--- src/rtl/cp0_intr_unit_if.sv ---
// cp0_intr_unit_if: MEM-stage pipeline <-> CP0 interrupt unit signal bundle
//  master: pipeline side (drives pc, hwint, a, din, we, exl_clr; reads dout, epc, int_req)
//  slave : CP0 side (the reverse)
interface cp0_intr_unit_if;
   logic [31:0] pc;
   logic [5:0]  hwint;
   logic [4:0]  a;
   logic [31:0] din;
   logic        we;
   logic        exl_clr;
   logic [31:0] dout;
   logic [31:0] epc;
   logic        int_req;
   modport master (output pc, hwint, a, din, we, exl_clr, input dout, epc, int_req);
   modport slave  (input pc, hwint, a, din, we, exl_clr, output dout, epc, int_req);
endinterface

--- src/rtl/cp0_intr_unit.sv ---
// cp0_intr_unit: MIPS coprocessor-0 interrupt unit (SR, Cause, EPC, PRId, interrupt request)
//  clk, reset : rising-edge clock, synchronous active-high reset
//  bus        : pc/hwint/a/din/we/exl_clr in; dout (mfc0), epc, int_req out
//  CP0_IP_LATCH_EN : when defined, Cause.IP bits are sticky and cleared by mtc0 to Cause
module cp0_intr_unit #(
   parameter logic [31:0] PRID = 32'h0000_2016
) (
   input logic         clk,
   input logic         reset,
   cp0_intr_unit_if.slave bus
);
   typedef enum logic [1:0] {RUN, HANDLER, GUARD} state_t;
   state_t      state, state_n;
   logic [5:0]  im, ip, ip_n;
   logic        exl, ie, take, wr_sr, wr_cause, wr_epc;
   logic [29:0] epc_q;
   // A taken interrupt flushes the MEM-stage instruction, so its mtc0 is suppressed.
   always_comb begin
      take     = |(ip & im) & ie & ~exl & (state == RUN);
      wr_sr    = bus.we & ~take & (bus.a == 5'd12);
      wr_cause = bus.we & ~take & (bus.a == 5'd13);
      wr_epc   = bus.we & ~take & (bus.a == 5'd14);
      state_n  = take                                                            ? HANDLER :
                 (state == RUN) && wr_sr && bus.din[1]                           ? HANDLER :
                 (state == HANDLER) && (bus.exl_clr || (wr_sr && !bus.din[1])) ? GUARD   :
                 (state == GUARD)                                                ? RUN     : state;
   end
`ifdef CP0_IP_LATCH_EN
   // Set beats clear when a device is still asserting while software acknowledges.
   assign ip_n = (wr_cause ? (ip & bus.din[15:10]) : ip) | bus.hwint;
`else
   assign ip_n = bus.hwint;
`endif
   always_ff @(posedge clk)
      state <= reset ? RUN : state_n;
   always_ff @(posedge clk) begin
      if (reset) begin
         im    <= '0;
         exl   <= 1'b0;
         ie    <= 1'b0;
         ip    <= '0;
         epc_q <= '0;
      end else begin
         ip <= ip_n;
         if (take) begin
            epc_q <= bus.pc[31:2];
            exl   <= 1'b1;
         end else begin
            if (wr_sr) begin
               im  <= bus.din[15:10];
               exl <= bus.din[1];
               ie  <= bus.din[0];
            end
            if ((state == HANDLER) && bus.exl_clr) exl <= 1'b0;
            if (wr_epc) epc_q <= bus.din[31:2];
         end
      end
   end
   assign bus.int_req = take;
   assign bus.epc     = {epc_q, 2'b00};
   assign bus.dout    = (bus.a == 5'd12) ? {16'b0, im, 8'b0, exl, ie} :
                        (bus.a == 5'd13) ? {16'b0, ip, 10'b0}         :
                        (bus.a == 5'd14) ? {epc_q, 2'b00}              :
                        (bus.a == 5'd15) ? PRID                        : 32'b0;
endmodule

--- src/flat_wrapper.sv ---
// flat-port wrapper written by rule: the top's interface ports become plain ports
module cp0_intr_unit_flat 
#(
   parameter logic [31:0] PRID = 32'h0000_2016
)
  (clk, reset, bus_pc, bus_hwint, bus_a, bus_din, bus_we, bus_exl_clr, bus_dout, bus_epc, bus_int_req);
  cp0_intr_unit_if bus_i ();
  input logic clk;
  input logic reset;
  input wire logic [$bits(bus_i.pc)-1:0] bus_pc;
  input wire logic [$bits(bus_i.hwint)-1:0] bus_hwint;
  input wire logic [$bits(bus_i.a)-1:0] bus_a;
  input wire logic [$bits(bus_i.din)-1:0] bus_din;
  input wire logic [$bits(bus_i.we)-1:0] bus_we;
  input wire logic [$bits(bus_i.exl_clr)-1:0] bus_exl_clr;
  output wire logic [$bits(bus_i.dout)-1:0] bus_dout;
  output wire logic [$bits(bus_i.epc)-1:0] bus_epc;
  output wire logic [$bits(bus_i.int_req)-1:0] bus_int_req;
  assign bus_i.pc = bus_pc;
  assign bus_i.hwint = bus_hwint;
  assign bus_i.a = bus_a;
  assign bus_i.din = bus_din;
  assign bus_i.we = bus_we;
  assign bus_i.exl_clr = bus_exl_clr;
  assign bus_dout = bus_i.dout;
  assign bus_epc = bus_i.epc;
  assign bus_int_req = bus_i.int_req;
  cp0_intr_unit #(.PRID(PRID)) u_core (.clk(clk), .reset(reset), .bus(bus_i));
endmodule
--- config.mk ---
export PLATFORM = sky130hd
export DESIGN_NAME = cp0_intr_unit_flat
export DESIGN_NICKNAME = d
export VERILOG_FILES = /design/src/rtl/cp0_intr_unit_if.sv /design/src/rtl/cp0_intr_unit.sv /design/src/flat_wrapper.sv
export SDC_FILE = /design/constraint.sdc
export NUM_CORES = 1
export LEC_CHECK = 0
export BUFFER_PORTS_ARGS = -buffer_cell sky130_fd_sc_hd__clkbuf_2
export CAP_MARGIN = 20
export CORE_UTILIZATION = 44
export DETAILED_ROUTE_END_ITERATION = 10
export PLACE_DENSITY_LB_ADDON = 0.3
export REMOVE_ABC_BUFFERS = 1
export SYNTH_ARGS = -nofsm -noshare
export SYNTH_HDL_FRONTEND = slang
export SYNTH_SLANG_ARGS = --single-unit
--- constraint.sdc ---
create_clock -name clk -period 1.93 [get_ports clk]
set_input_delay 0.386 -clock clk [delete_from_list [all_inputs] [get_ports clk]]
set_output_delay 0.386 -clock clk [all_outputs]
set_load 0.1 [all_outputs]
==> results of run 1 <==
## metrics by stage
step,utilization,setup slack [ps]
after floorplan,-,-1870
after global placement,0.692,101
after detailed placement,0.692,93.7
after CTS,0.710,55.9
after global routing,0.710,3.08
final,0.710,67.8
## cells by family (layout without fill, tap and decap cells)
group                  count (synthesis)  count (layout)  share of synthesized area
and+or+nand+nor                      100             100                      0.205
other                                  1               2                    0.00150
muxes                                 36              36                      0.144
AOI/OAI and AO/OA                     58              58                      0.221
buffers and inverters                 29             166                     0.0596
DFF                                   46              46                      0.368
## flip-flops by register name (all words and copies together), names as in the netlist
name / count
u_core.ie: 1
u_core.im: 6
u_core.state: 2
u_core.ip: 6
u_core.exl: 1
u_core.epc_q: 30
## cells in the mapped netlist (all sizes together)
master,number
a31oi,2
nand2b,1
nor2b,7
nand2,3
o31ai,1
o311ai,1
and3,24
conb,1
buf,18
a211oi,30
nand3,10
mux2i,36
nor2,48
nand3b,2
nor4b,1
o21ai,7
and3b,2
a221oi,1
clkbuf,8
dfxtp,46
nor3,2
a22o,3
a21oi,13
inv,3
## how the worst max path moves through the flow
stage,startpoint,depth (start not counted),endpoint
3_3_place_gp,bus_a[1],6,bus_dout[11]
2_1_floorplan,u_core.epc_q[11],2,bus_dout[13]
3_5_place_dp,bus_a[0],5,bus_dout[13]
4_1_cts,u_core.ip[4],4,bus_int_req
5_1_grt,u_core.ip[4],4,bus_int_req
6_report,u_core.ip[4],4,bus_int_req
## worst max-delay path: cells and delay by family (launching register included)
kind            cells  cell delay (ps)
compound gates      2              580
buf+inv             2              280
flops               1              330
## layer usage
metal	wire, um	GRT usage	up-vias	part of all wire
li1	-	-	1233	-
met1	2720	0.255	1118	0.40
met2	3620	0.446	100	0.53
met3	394	0.0482	11	0.058
met4	116	0.0925	0	0.017
met5	0	0	-	0
## where the power goes
group | switching [mW] | leakage, nW | total [mW] | internal [mW]
Sequential | 0.00844 | 0.372 | 0.970 | 0.961
Clock | 0.317 | 0.0482 | 0.606 | 0.289
Combinational | 0.168 | 1.55 | 0.282 | 0.114
## final cells by class
type                    instances  area, um^2  share of cell area
clock buffers                   7        86.3              0.0221
clock inverters                 1        5.00             0.00128
inverters                       3        11.3             0.00288
multi-input cells             196        1440               0.367
flip-flops and latches         46         921               0.235
well taps                      72        90.1              0.0230
repair buffers                155        1360               0.348
==> impl_metrics.csv, run 1 <==
group,metric,value,unit
critical_path,criticalPathCategory,"flip-flop to primary output",
placed_design,gp_congestion,0.785,
critical_path,slowest_stage,"sky130_fd_sc_hd__dfxtp_1",
clock_network,clock_path_buffers,2,
clock_network,post-cts-setup-buffers,1,
floorplanning,die_w,77.4,um
critical_path,reg2regPathDepth,5,
placed_design,detailedPlacementHpwl,5220,um
logic_synthesis,post_synth_instance_area,0.00250,mm^2
grt,antenna_violations_before_repair,0,
placed_design,port-buffer-count,139,
sta,hold-worst-slack,295,ps
power,p_leak,1.97,nW
sta,final.period_utilization,0.965,
routing,drt_first_iter_violations,112,
finish,final_cell_mix,"sky130_fd_sc_hd__clkbuf_2, sky130_fd_sc_hd__nor2_1, sky130_fd_sc_hd__dfxtp_1, sky130_fd_sc_hd__buf_12, sky130_fd_sc_hd__mux2i_1",
finish,finalNetCount,486,
min_path,hold_wc_path_type,"input pin to flip-flop",
grt,pin_count_of_the_biggest_net_entering_global_routing,68,
logic_synthesis,synth-seq-area-share,0.368,
status,outcome,"finished with violations",
clock_network,cts_tree,"built",
grt,grt.total_usage,0.237,
routing,detail_route.first_pass.iterations,8,
clock_network,insertion_delay_of_the_later_clocked_pin_in_the_worst_skew_pair,300,ps
routing,post_detailed_route_via_to_cell_ratio,5.13,
routing,routedWlPerCell,14.3,um
floorplanning,std_cell_rows,27,
sta,maxSlewViolCount,0,
finish,drive_above_1_share,0.483,
min_path,endpoint_with_the_worst_hold_slack,"u_core.ip[5]",
logic_synthesis,ys_warn_count,0,
floorplanning,die_area,0.00599,mm^2
grt,grt-ovfl-total,0,
critical_path,critPathArrivalTime,1480,ps
grt,first_global_vias,2462,
clock_network,cts_hold_buffers,0,
min_path,min_from,"bus_hwint[5]",
clock_network,root_buffer,"sky130_fd_sc_hd__clkbuf_8",
logic_synthesis,yosysUniqueCellTypes,29,
sta,worstMarginPinSlew,626,ps
clock_network,cts.sinks,46,
finish,layout_commonest_cell,"sky130_fd_sc_hd__clkbuf_2",
critical_path,worst-r2r-setup-slack,270,ps
routing,detail-route-antenna-nets,0,
logic_synthesis,synth_cells,270,
sta,slew_headroom,0.583,
status,failed_checks,"DRC",
power,vdd_ir_drop_max,0.303,mV
finish,postLayoutCellArea,0.00391,mm^2
critical_path,path_cells,"a22o_1 -> o31ai_4 -> inv_2 -> buf_12",
power,power.density_cell_area,475,mW/mm^2
sta,setup_viol,0,
finish,layout.cells.non_filler,480,
placed_design,dpl-instance-area,0.00381,mm^2
floorplanning,design.portCount,144,
sta,report.final.hold_viol_count,0,
routing,drt_wl_total,6850,um
critical_path,worstSetupStartpointType,"flip-flop",
routing,route.detailed.drc,4,
clock_network,clock_pin_slew_on_the_worst_setup_and_hold_paths,90,ps
clock_network,cts_repair_resize_count,0,
critical_path,ff_to_ff_start,"u_core.ip[4]",
sta,timing.clock.skew,5.00,ps
min_path,worst_hold_path_depth,2,
power,fin_total_pwr,1.86,mW
critical_path,critical-path-max-stage-delay,330,ps
sta,timing.fmax,537,MHz
sta,setup-tns-final,0,ps
logic_synthesis,synth_top_cell_by_area,"sky130_fd_sc_hd__dfxtp_1",
finish,filler_cell_count,424,
sta,timing.final.crit_period,1860,ps
critical_path,required_time_of_the_critical_path,1540,ps
floorplanning,die_y,77.4,um
critical_path,worst-path-max-fanout,2,
finish,insertedDiodeCount,0,
sta,grt_setup_unrepaired,"no",
logic_synthesis,post_synth_main_area_contributors,"sky130_fd_sc_hd__dfxtp_1, sky130_fd_sc_hd__a211oi_2, sky130_fd_sc_hd__mux2i_1",
grt,grt_first_pass_wirelength,11200,um
flow_run,maxCapViolCount,0,
logic_synthesis,postSynthRegisterBits,46,
critical_path,worstReg2RegEnd,"u_core.epc_q[25]",
clock_network,cts_buffers,5,
critical_path,critical_path.endpoint_type,"primary output",
floorplanning,initial_core_util,0.454,
logic_synthesis,synth_top_cell_area_share,0.368,
routing,num_vias,2462,
logic_synthesis,synth_area_per_cell,9.26,um^2
finish,area.growth.synth_to_final,56.5,%
floorplanning,core_area,0.00551,mm^2
clock_network,htreeDepth,2,
placed_design,dp_cells,471,
No activity file was read; power rests on OpenSTA's default activity.
==> run 2, diff against run 1 <==
MAX_ROUTING_LAYER = met4   (was unset)
==> run 2 against run 1 <==
Effect of this change:
- the run still ends with DRC left
- clock skew about the same
- routed wire length up 0.47%
- first-iteration DRC count up 11%
- hold slack about the same
- final cell count unchanged
- sequential share of layout area unchanged
- clock-buffer cell count unchanged
- utilization unchanged
- sequential cell count unchanged
- clock power about the same
- maximum frequency about the same
- critical path type unchanged
- largest cell class unchanged
- largest power group unchanged
==> impl_metrics.csv, run 2 (synthesized netlist as in run 1, its figures left out) <==
group,metric,value,unit
clock_network,cts.sinks,46,
finish,filler_cell_count,424,
grt,pin_count_of_the_biggest_net_entering_global_routing,68,
critical_path,required_time_of_the_critical_path,1540,ps
grt,busiest_layer,"met2",
finish,drive_above_1_share,0.483,
critical_path,count_of_buffering_cells_on_the_critical_path_with_inverters_included,2,
finish,area.growth.synth_to_final,56.5,%
critical_path,worst-path-max-fanout,2,
sta,setup-tns-final,0,ps
critical_path,worstReg2RegEnd,"u_core.epc_q[25]",
floorplanning,initial_core_util,0.454,
grt,grt_use_met3,0.0424,
sta,report.final.hold_viol_count,0,
routing,routedWlPerCell,14.3,um
status,failed_checks,"DRC",
sta,timing.clock.skew,4.63,ps
critical_path,crit_family,"compound AO/OA/AOI/OAI gates",
clock_network,cts_tree,"built",
power,vdd_ir_drop_max,0.303,mV
sta,final.period_utilization,0.965,
routing,detail_route.first_pass.iterations,8,
placed_design,placement.setup.worst_slack,93.7,ps
routing,num_vias,2477,
finish,registers.top_by_ff_count,"u_core.epc_q",
sta,maxSlewViolCount,0,
floorplanning,std_cell_rows,27,
floorplanning,die_y,77.4,um
power,p_leak,1.97,nW
routing,post_detailed_route_via_to_cell_ratio,5.16,
power,power.density_cell_area,475,mW/mm^2
critical_path,worst-r2r-setup-slack,270,ps
min_path,endpoint_with_the_worst_hold_slack,"u_core.ip[5]",
routing,drt_first_iter_violations,124,
clock_network,htreeDepth,2,
critical_path,reg2regPathDepth,5,
floorplanning,design.portCount,144,
sta,timing.fmax,537,MHz
finish,area_used_by_multi_input_combinational_logic,0.00144,mm^2
finish,insertedDiodeCount,0,
sta,grt_setup_unrepaired,"no",
critical_path,worstSetupStartpointType,"flip-flop",
clock_network,cts_hold_buffers,0,
critical_path,criticalPathCategory,"flip-flop to primary output",
min_path,min_from,"bus_hwint[5]",
placed_design,port-buffer-count,139,
routing,drt_wl_total,6880,um
grt,first_global_vias,2463,
clock_network,post-cts-setup-buffers,1,
grt,global_route.usage.met1,0.259,
min_path,hold_wc_path_type,"input pin to flip-flop",
finish,largest_register_ff_count,30,
finish,register_cell_area_after_layout,921,um^2
sta,setup_slack,67.2,ps
routing,detail-route-antenna-nets,0,
critical_path,critical_path.endpoint_type,"primary output",
clock_network,insertion_delay_of_the_later_clocked_pin_in_the_worst_skew_pair,300,ps
grt,grt_first_pass_wirelength,11200,um
sta,setup_viol,0,
clock_network,root_buffer,"sky130_fd_sc_hd__clkbuf_8",
finish,layout_commonest_cell,"sky130_fd_sc_hd__clkbuf_2",
clock_network,clock_pin_slew_on_the_worst_setup_and_hold_paths,90,ps
clock_network,clock_path_buffers,2,
grt,grt.total_usage,0.243,
grt,grt_use_met2,0.446,
flow_run,maxCapViolCount,0,
grt,antenna_violations_before_repair,0,
floorplanning,die_area,0.00599,mm^2
finish,final_cell_mix,"sky130_fd_sc_hd__clkbuf_2, sky130_fd_sc_hd__nor2_1, sky130_fd_sc_hd__dfxtp_1, sky130_fd_sc_hd__buf_12, sky130_fd_sc_hd__mux2i_1",
sta,timing.final.crit_period,1860,ps
sta,slew_headroom,0.572,
critical_path,critPathArrivalTime,1480,ps
grt,grt-ovfl-total,0,
floorplanning,die_w,77.4,um
critical_path,critical-path-max-stage-delay,330,ps
status,outcome,"finished with violations",
routing,route.detailed.drc,4,
sta,worstMarginPinSlew,643,ps
critical_path,path_cells,"a22o_1 -> o31ai_4 -> inv_2 -> buf_12",
critical_path,ff_to_ff_start,"u_core.ip[4]",
placed_design,gp_congestion,0.796,
min_path,worst_hold_path_depth,2,
clock_network,cts_repair_resize_count,0,
clock_network,cts_buffers,5,
critical_path,slowest_stage,"sky130_fd_sc_hd__dfxtp_1",
placed_design,detailedPlacementHpwl,5220,um
finish,largestRegisters,"u_core.epc_q (30), u_core.im (6), u_core.ip (6)",
finish,finalNetCount,486,
floorplanning,core_area,0.00551,mm^2
==> run 2: cell counts in the layout (fill, tap and decap cells not counted) <==
No cell type changed its count.
==> run 2: final cells by class <==
cell class,count,area share
Sequential cell,46,0.235
Tap cell,72,0.0230
Timing Repair Buffer,155,0.348
Clock buffer,7,0.0221
Clock inverter,1,0.00128
Multi-Input combinational cell,196,0.367
Inverter,3,0.00288
==> run 2: how the worst max path moves through the flow <==
stage | from | endpoint | slack [ps] | depth (start not counted)
floorplan | u_core.epc_q[11] | bus_dout[13] | -1870 | 2
global placement | bus_a[1] | bus_dout[11] | 100 | 6
detailed placement | bus_a[0] | bus_dout[13] | 90 | 5
CTS | u_core.ip[4] | bus_int_req | 60 | 4
global route | u_core.ip[4] | bus_int_req | 3 | 4
finish | u_core.ip[4] | bus_int_req | 70 | 4
==> run 2: metal layers <==
layer	vias to the layer above	wire length [um]
li1	1233	-
met1	1129	2780
met2	104	3630
met3	11	352
met4	0	116
met5	-	0
==> run 2: metrics by stage <==
stage,area [um^2],std cells,util,power (mW),hold WS [ps]
floorplan,2370,245,-,1.11,451
global placement,3810,471,0.692,1.27,479
detailed placement,3810,471,0.692,1.27,487
CTS,3910,480,0.710,1.87,298
global route,3910,480,0.710,1.93,299
finish,3910,480,0.710,1.86,295
==> run 2: report_power, final <==
group	total (mW)	switching, mW	internal (mW)
Combinational	0.282	0.169	0.114
Sequential	0.970	0.00846	0.961
Clock	0.606	0.317	0.289
